`src/rtl/eda_pixel_stack_if.sv`:
```
// Push/pop channel bundle for the pixel address stack.
// master = flood controller side, slave = stack side.
interface eda_pixel_stack_if #(
  parameter int ADDR_WIDTH = 8,
  parameter int NB         = 8
);
  logic                  push_valid;
  logic                  push_ready;
  logic [NB-1:0]         push_positions;
  logic [ADDR_WIDTH-1:0] upleft_addr;
  logic [ADDR_WIDTH-1:0] up_addr;
  logic [ADDR_WIDTH-1:0] upright_addr;
  logic [ADDR_WIDTH-1:0] left_addr;
  logic [ADDR_WIDTH-1:0] right_addr;
  logic [ADDR_WIDTH-1:0] downleft_addr;
  logic [ADDR_WIDTH-1:0] down_addr;
  logic [ADDR_WIDTH-1:0] downright_addr;
  logic                  pop_valid;
  logic                  pop_ready;
  logic [ADDR_WIDTH-1:0] pop_addr;

  modport master (
    output push_valid, push_positions,
    output upleft_addr, up_addr, upright_addr, left_addr,
    output right_addr, downleft_addr, down_addr, downright_addr,
    output pop_ready,
    input  push_ready, pop_valid, pop_addr
  );

  modport slave (
    input  push_valid, push_positions,
    input  upleft_addr, up_addr, upright_addr, left_addr,
    input  right_addr, downleft_addr, down_addr, downright_addr,
    input  pop_ready,
    output push_ready, pop_valid, pop_addr
  );
endinterface

```
`src/rtl/eda_pixel_stack.sv`:
```
// LIFO of pixel addresses for the region-maximum flood.
// Serialises an 8-neighbour push vector into the stack, one entry per cycle.
module eda_pixel_stack #(
  parameter int M            = 16,
  parameter int N            = 16,
  parameter int WINDOW_WIDTH = 9,
  parameter int ADDR_WIDTH   = $clog2(M*N),
  parameter int DEPTH        = M*N,
  parameter int CNT_WIDTH    = $clog2(DEPTH+1)
) (
  input  logic                 clk,
  input  logic                 reset_n,
  input  logic                 clear,
  eda_pixel_stack_if.slave     px,
  output logic [CNT_WIDTH-1:0] count,
  output logic                 empty,
  output logic                 full,
  output logic                 overflow
);

  localparam int NB    = WINDOW_WIDTH - 1;
  localparam int SEL_W = $clog2(NB);
  localparam int IDX_W = $clog2(DEPTH);

  typedef enum logic {IDLE, LOAD} state_t;

  state_t state, state_nx;

  logic [ADDR_WIDTH-1:0] mem [DEPTH];
  logic [ADDR_WIDTH-1:0] pend_addr [NB];
  logic [ADDR_WIDTH-1:0] addr_in [NB];
  logic [NB-1:0]         pend_vec;
  logic [NB-1:0]         pend_rest;
  logic [SEL_W-1:0]      sel;
  logic [CNT_WIDTH-1:0]  top;
  logic                  push_fire;
  logic                  pop_fire;
  logic                  load;
  logic                  wr_en;

  assign addr_in[7] = px.upleft_addr;
  assign addr_in[6] = px.up_addr;
  assign addr_in[5] = px.upright_addr;
  assign addr_in[4] = px.left_addr;
  assign addr_in[3] = px.right_addr;
  assign addr_in[2] = px.downleft_addr;
  assign addr_in[1] = px.down_addr;
  assign addr_in[0] = px.downright_addr;

  assign empty = (count == '0);
  assign full  = (count == CNT_WIDTH'(DEPTH));
  assign top   = count - 1'b1;

  assign px.push_ready = (state == IDLE);
  assign px.pop_valid  = (state == IDLE) && !empty;
  assign px.pop_addr   = empty ? '0 : mem[top[IDX_W-1:0]];

  assign push_fire = px.push_ready && px.push_valid;
  assign pop_fire  = px.pop_valid && px.pop_ready;
  assign wr_en     = load && !full && !clear;

  // Highest pending bit wins: ascending scan, last hit sticks.
  always_comb begin
    sel = '0;
    for (int k = 0; k < NB; k++) begin
      if (pend_vec[k]) sel = SEL_W'(k);
    end
    pend_rest      = pend_vec;
    pend_rest[sel] = 1'b0;
  end

  always_comb begin
    state_nx = state;
    load     = 1'b0;
    case (state)
      IDLE: begin
        if (push_fire && (px.push_positions != '0)) state_nx = LOAD;
      end
      LOAD: begin
        load = 1'b1;
        if (pend_rest == '0) state_nx = IDLE;
      end
      default: state_nx = IDLE;
    endcase
  end

  always_ff @(posedge clk or negedge reset_n) begin
    if (!reset_n) begin
      state    <= IDLE;
      count    <= '0;
      pend_vec <= '0;
      overflow <= 1'b0;
    end else if (clear) begin
      state    <= IDLE;
      count    <= '0;
      pend_vec <= '0;
      overflow <= 1'b0;
    end else begin
      state <= state_nx;
      if (pop_fire) count <= count - 1'b1;
      if (push_fire) pend_vec <= px.push_positions;
      if (load) begin
        pend_vec <= pend_rest;
        if (full) overflow <= 1'b1;
        else      count    <= count + 1'b1;
      end
    end
  end

  always_ff @(posedge clk) begin
    if (wr_en) mem[count[IDX_W-1:0]] <= pend_addr[sel];
    if (push_fire && !clear) begin
      for (int k = 0; k < NB; k++) pend_addr[k] <= addr_in[k];
    end
  end

endmodule

```
`src/flat_wrapper.sv`:
```
// flat-port wrapper written by rule: the top's interface ports become plain ports
module eda_pixel_stack_flat 
#(
  parameter int M            = 16,
  parameter int N            = 16,
  parameter int WINDOW_WIDTH = 9,
  parameter int ADDR_WIDTH   = $clog2(M*N),
  parameter int DEPTH        = M*N,
  parameter int CNT_WIDTH    = $clog2(DEPTH+1)
)
  (clk, reset_n, clear, count, empty, full, overflow, px_push_valid, px_push_positions, px_upleft_addr, px_up_addr, px_upright_addr, px_left_addr, px_right_addr, px_downleft_addr, px_down_addr, px_downright_addr, px_pop_ready, px_push_ready, px_pop_valid, px_pop_addr);
  eda_pixel_stack_if #(.ADDR_WIDTH(ADDR_WIDTH), .NB(8)) px_i ();
  input  logic clk;
  input  logic reset_n;
  input  logic clear;
  output logic [CNT_WIDTH-1:0] count;
  output logic empty;
  output logic full;
  output logic overflow;
  input wire logic [$bits(px_i.push_valid)-1:0] px_push_valid;
  input wire logic [$bits(px_i.push_positions)-1:0] px_push_positions;
  input wire logic [$bits(px_i.upleft_addr)-1:0] px_upleft_addr;
  input wire logic [$bits(px_i.up_addr)-1:0] px_up_addr;
  input wire logic [$bits(px_i.upright_addr)-1:0] px_upright_addr;
  input wire logic [$bits(px_i.left_addr)-1:0] px_left_addr;
  input wire logic [$bits(px_i.right_addr)-1:0] px_right_addr;
  input wire logic [$bits(px_i.downleft_addr)-1:0] px_downleft_addr;
  input wire logic [$bits(px_i.down_addr)-1:0] px_down_addr;
  input wire logic [$bits(px_i.downright_addr)-1:0] px_downright_addr;
  input wire logic [$bits(px_i.pop_ready)-1:0] px_pop_ready;
  output wire logic [$bits(px_i.push_ready)-1:0] px_push_ready;
  output wire logic [$bits(px_i.pop_valid)-1:0] px_pop_valid;
  output wire logic [$bits(px_i.pop_addr)-1:0] px_pop_addr;
  assign px_i.push_valid = px_push_valid;
  assign px_i.push_positions = px_push_positions;
  assign px_i.upleft_addr = px_upleft_addr;
  assign px_i.up_addr = px_up_addr;
  assign px_i.upright_addr = px_upright_addr;
  assign px_i.left_addr = px_left_addr;
  assign px_i.right_addr = px_right_addr;
  assign px_i.downleft_addr = px_downleft_addr;
  assign px_i.down_addr = px_down_addr;
  assign px_i.downright_addr = px_downright_addr;
  assign px_i.pop_ready = px_pop_ready;
  assign px_push_ready = px_i.push_ready;
  assign px_pop_valid = px_i.pop_valid;
  assign px_pop_addr = px_i.pop_addr;
  eda_pixel_stack #(.M(M), .N(N), .WINDOW_WIDTH(WINDOW_WIDTH), .ADDR_WIDTH(ADDR_WIDTH), .DEPTH(DEPTH), .CNT_WIDTH(CNT_WIDTH)) u_core (.clk(clk), .reset_n(reset_n), .clear(clear), .px(px_i), .count(count), .empty(empty), .full(full), .overflow(overflow));
endmodule
```
`config.mk`:
```
export PLATFORM = sky130hd
export DESIGN_NAME = eda_pixel_stack_flat
export DESIGN_NICKNAME = d
export VERILOG_FILES = /design/src/rtl/eda_pixel_stack_if.sv /design/src/rtl/eda_pixel_stack.sv /design/src/flat_wrapper.sv
export SDC_FILE = /design/constraint.sdc
export NUM_CORES = 2
export LEC_CHECK = 0
export BUFFER_PORTS_ARGS = -buffer_cell sky130_fd_sc_hd__buf_2
export CAP_MARGIN = 20
export CELL_PAD_IN_SITES_DETAIL_PLACEMENT = 0
export CELL_PAD_IN_SITES_GLOBAL_PLACEMENT = 1
export CORE_MARGIN = 3
export CORE_UTILIZATION = 56
export DETAILED_ROUTE_END_ITERATION = 8
export PLACE_DENSITY_LB_ADDON = 0.1
export SYNTH_ARGS = -nofsm -noshare
export SYNTH_HDL_FRONTEND = slang
export SYNTH_SLANG_ARGS = --single-unit
export TNS_END_PERCENT = 30
```
`constraint.sdc`:
```
create_clock -name clk -period 8.5 [get_ports clk]
set_clock_uncertainty 0.1 [all_clocks]
set_input_delay 0.85 -clock clk [delete_from_list [all_inputs] [get_ports clk]]
set_output_delay 0.85 -clock clk [all_outputs]
set_load 0.1 [all_outputs]
```
==> impl_metrics.json <==
{
  "netlist_area_mm2": 0.0834,
  "power.leakage_nw": 29.2,
  "routed_via_density": 6.35,
  "post_cts_buffers": 0,
  "final_cell_mix": "edfxtp_1, mux4_2, nand2_1",
  "rrSetupSlack_ps": 2350,
  "gp_congestion": 0.796,
  "tritoncts": "yes",
  "first_pass_iters": 5,
  "drt-initial-drc-count": 4108,
  "powerDensity_mw_per_mm2": 402,
  "rsz0062_at_grt": "false",
  "worstPathMaxFanout": 64,
  "synthMuxAreaShare_pct": 15.7,
  "grt.total_usage_pct": 26.3,
  "fin_ws_ps": 623,
  "fin_crit_sh_pct": 92.7,
  "synthFlopType": "edfxtp_1",
  "hold_start": "px_right_addr[1]",
  "cpPeakStageDelay_ps": 1080,
  "finalSetupViolations": 0,
  "r2r-start": "u_core.count[0]",
  "crit_family": "buffers and inverters",
  "clk_pin_slew_ps": 60,
  "drive_gt1_share_pct": 23.8,
  "synth_edf_count": 2112,
  "synth_compound_area_share_pct": 1.93,
  "tightestPinTransition_ps": 1330,
  "die_h_um": 392,
  "drc_errors": 0,
  "hold_depth": 1,
  "yosys.area_share.simple_pct": 4.10,
  "fin_crit_ps": 7880,
  "overflow": 0,
  "setup-tns-final_ps": 0,
  "htree_levels": 4,
  "path_buf_inv": 4,
  "path_class": "reg -> out",
  "syn_avg_cell_area_um2": 20.2,
  "synth_fa_ha_area_share_pct": 0.0600,
  "clock_latency_ps": 820,
  "final_util_pct": 63.2,
  "ys_ff_latch": 2131,
  "routed_wl_mm": 198,
  "async_flop_share_pct": 0.892,
  "antenna_left": 0,
  "synth_xor_area_share_pct": 0.125,
  "numCtsBuffers": 209,
  "slew_violations": 0,
  "place_ws_ps": 1570,
  "drv_cap": 0,
  "antenna_found_initial": 1,
  "worstPathCellList": "inv_1 -> ha_4 -> buf_4 -> mux4_2 -> nand2_1 -> nand2_1 -> a21oi_1 -> o21ai_1 -> o41ai_1 -> buf_4 -> nand3_1 -> buf_2",
  "synth_fp_nets": 4207,
  "grt_max_degree": 233,
  "nets": 4359,
  "core_mm2": 0.147,
  "arrival_ps": 6930,
  "hold_end": "u_core.pend_addr[3][1]",
  "grt_pass1_vias": 40991,
  "synth.yosys.seq_area_share_pct": 76.6,
  "detail_route.wl_per_cell_um": 31.0,
  "start_util_pct": 56.8,
  "synthTopCellsByArea": "edfxtp_1, mux4_2, nand2_1, nor2_1, a21oi_1",
  "vdd_drop_max_v": 0.000564,
  "worst_hold_path_type": "in -> reg",
  "yosysTopAreaCellShare_pct": 76.1,
  "grt_pass1_wl_mm": 289,
  "synth_top_family_by_area": "multiplexers",
  "cp_slowest_cell": "ha_4",
  "hold_viol_final": 0,
  "dp_hpwl_mm": 113,
  "slew_headroom_pct": 11.1,
  "status": "finished, final reports clean",
  "reg2regPathDepth": 9,
  "dieArea_mm2": 0.154,
  "rr_endpoint": "u_core.mem[10][4]",
  "synthCells": 4126,
  "route.vias.total": 40403,
  "cts_max_path_buffers": 3,
  "start_kind": "flip-flop",
  "ys_types": 63,
  "root_buffer": "clkbuf_16",
  "area_delta_synth_final_pct": 11.3,
  "yosysWarnings": 0,
  "numPortBuffers": 98,
  "worstSetupEndpointType": "output port",
  "rows": 140,
  "critical_path_required_ps": 7550,
  "fp.dieW_um": 392,
  "fmax_mhz": 127,
  "final.fill_count": 10180,
  "clock-sinks": 2131,
  "yosys.area.top_type": "edfxtp_1",
  "ios": 99,
  "final_common_cell": "edfxtp_1"
}
## worst reg2reg max path: cells and delay by family (launching register included)
family          cells  cell delay [ps]
buf+inv             2              830
flops               1              970
compound gates      1              310
simple gates        5             3240
fa+ha+maj           1              320
## cells in the mapped netlist, drive strengths merged, types with 4 or more instances
master,number
edfxtp,2112
mux4,547
nand2,440
nor2,288
buf,156
a21oi,137
clkbuf,85
mux2i,68
o22ai,33
nand3,32
o21ai,29
a211oi,21
and3,19
dfrtp,19
nor3,16
nand4,11
mux2,9
a222oi,8
nor2b,8
inv,7
or3,7
xnor2,6
a221oi,5
nor4,5
o31ai,5
o41ai,5
xor2,5
a22oi,4
ha,4
## per-layer routing
| layer | vias up | share of wire (%) | track usage [%] |
|---|---|---|---|
| li1 | 17121 | - | - |
| met1 | 21615 | 42 | 38.6 |
| met2 | 1387 | 49 | 41.6 |
| met3 | 280 | 6.7 | 4.50 |
| met4 | 0 | 2.5 | 7.23 |
| met5 | - | 0 | 0 |
## worst max path at each step
stage / slack, ps / cells past startpoint / end / start
floorplan: 1980 / 7 / u_core.mem[0][3] / u_core.pend_vec[1]
global placement: 1420 / 11 / px_pop_addr[1] / u_core.count[0]
detailed placement: 1570 / 12 / px_pop_addr[5] / u_core.count[0]
CTS: 660 / 12 / px_pop_addr[5] / u_core.count[0]
global route: 310 / 12 / px_pop_addr[0] / u_core.count[0]
finish: 620 / 12 / px_pop_addr[5] / u_core.count[0]
## per-stage QoR
stage / std cells / power (mW) / cell area, um^2 / hold slack, ps
finish: 6367 / 37.3 / 92800 / 103
global route: 6366 / 38.7 / 92800 / 58.7
CTS: 6366 / 37.6 / 92800 / 29.6
detailed placement: 5983 / 28.7 / 86100 / 397
global placement: 5980 / 28.6 / 86100 / 377
floorplan: 4126 / 23.3 / 83400 / 420
## state kept, by name (all words and copies together), names as in the netlist
name / cells
u_core.mem: 2048
u_core.count: 9
u_core.pend_vec: 8
u_core.pend_addr: 64
u_core.overflow: 1
u_core.state: 1
## power by group
part | internal [mW] | switching, mW | leakage, nW
Combinational | 5.17 | 10.7 | 6.60
Sequential | 12.4 | 0.137 | 19.3
Clock | 5.09 | 3.82 | 3.23
Total | 22.7 | 14.6 | 29.2
## kinds of logic after synthesis
kind of cell / after synthesis
compound gates: 267
fa+ha+maj: 4
buf+inv: 248
flops: 2131
mux: 624
simple gates: 841
xor+xnor: 11
## area by class of cell
| type | count | area, um^2 | area share, % |
|---|---|---|---|
| multi-input combinational | 1747 | 18500 | 20.0 |
| timing repair buffer | 182 | 1310 | 1.42 |
| antenna | 1 | 2.50 | 0.00270 |
| tap | 1917 | 2400 | 2.59 |
| inverter | 7 | 26.3 | 0.0283 |
| clock inverter | 114 | 1000 | 1.08 |
| sequential | 2131 | 63900 | 68.9 |
| clock buffer | 268 | 5600 | 6.04 |
## timing repair
action	CTS	global route
endpoints found under the hold margin	19	0
resized for setup	0	0
hold buffers	1	0
Note: power is estimated with default switching activity, not from simulation.
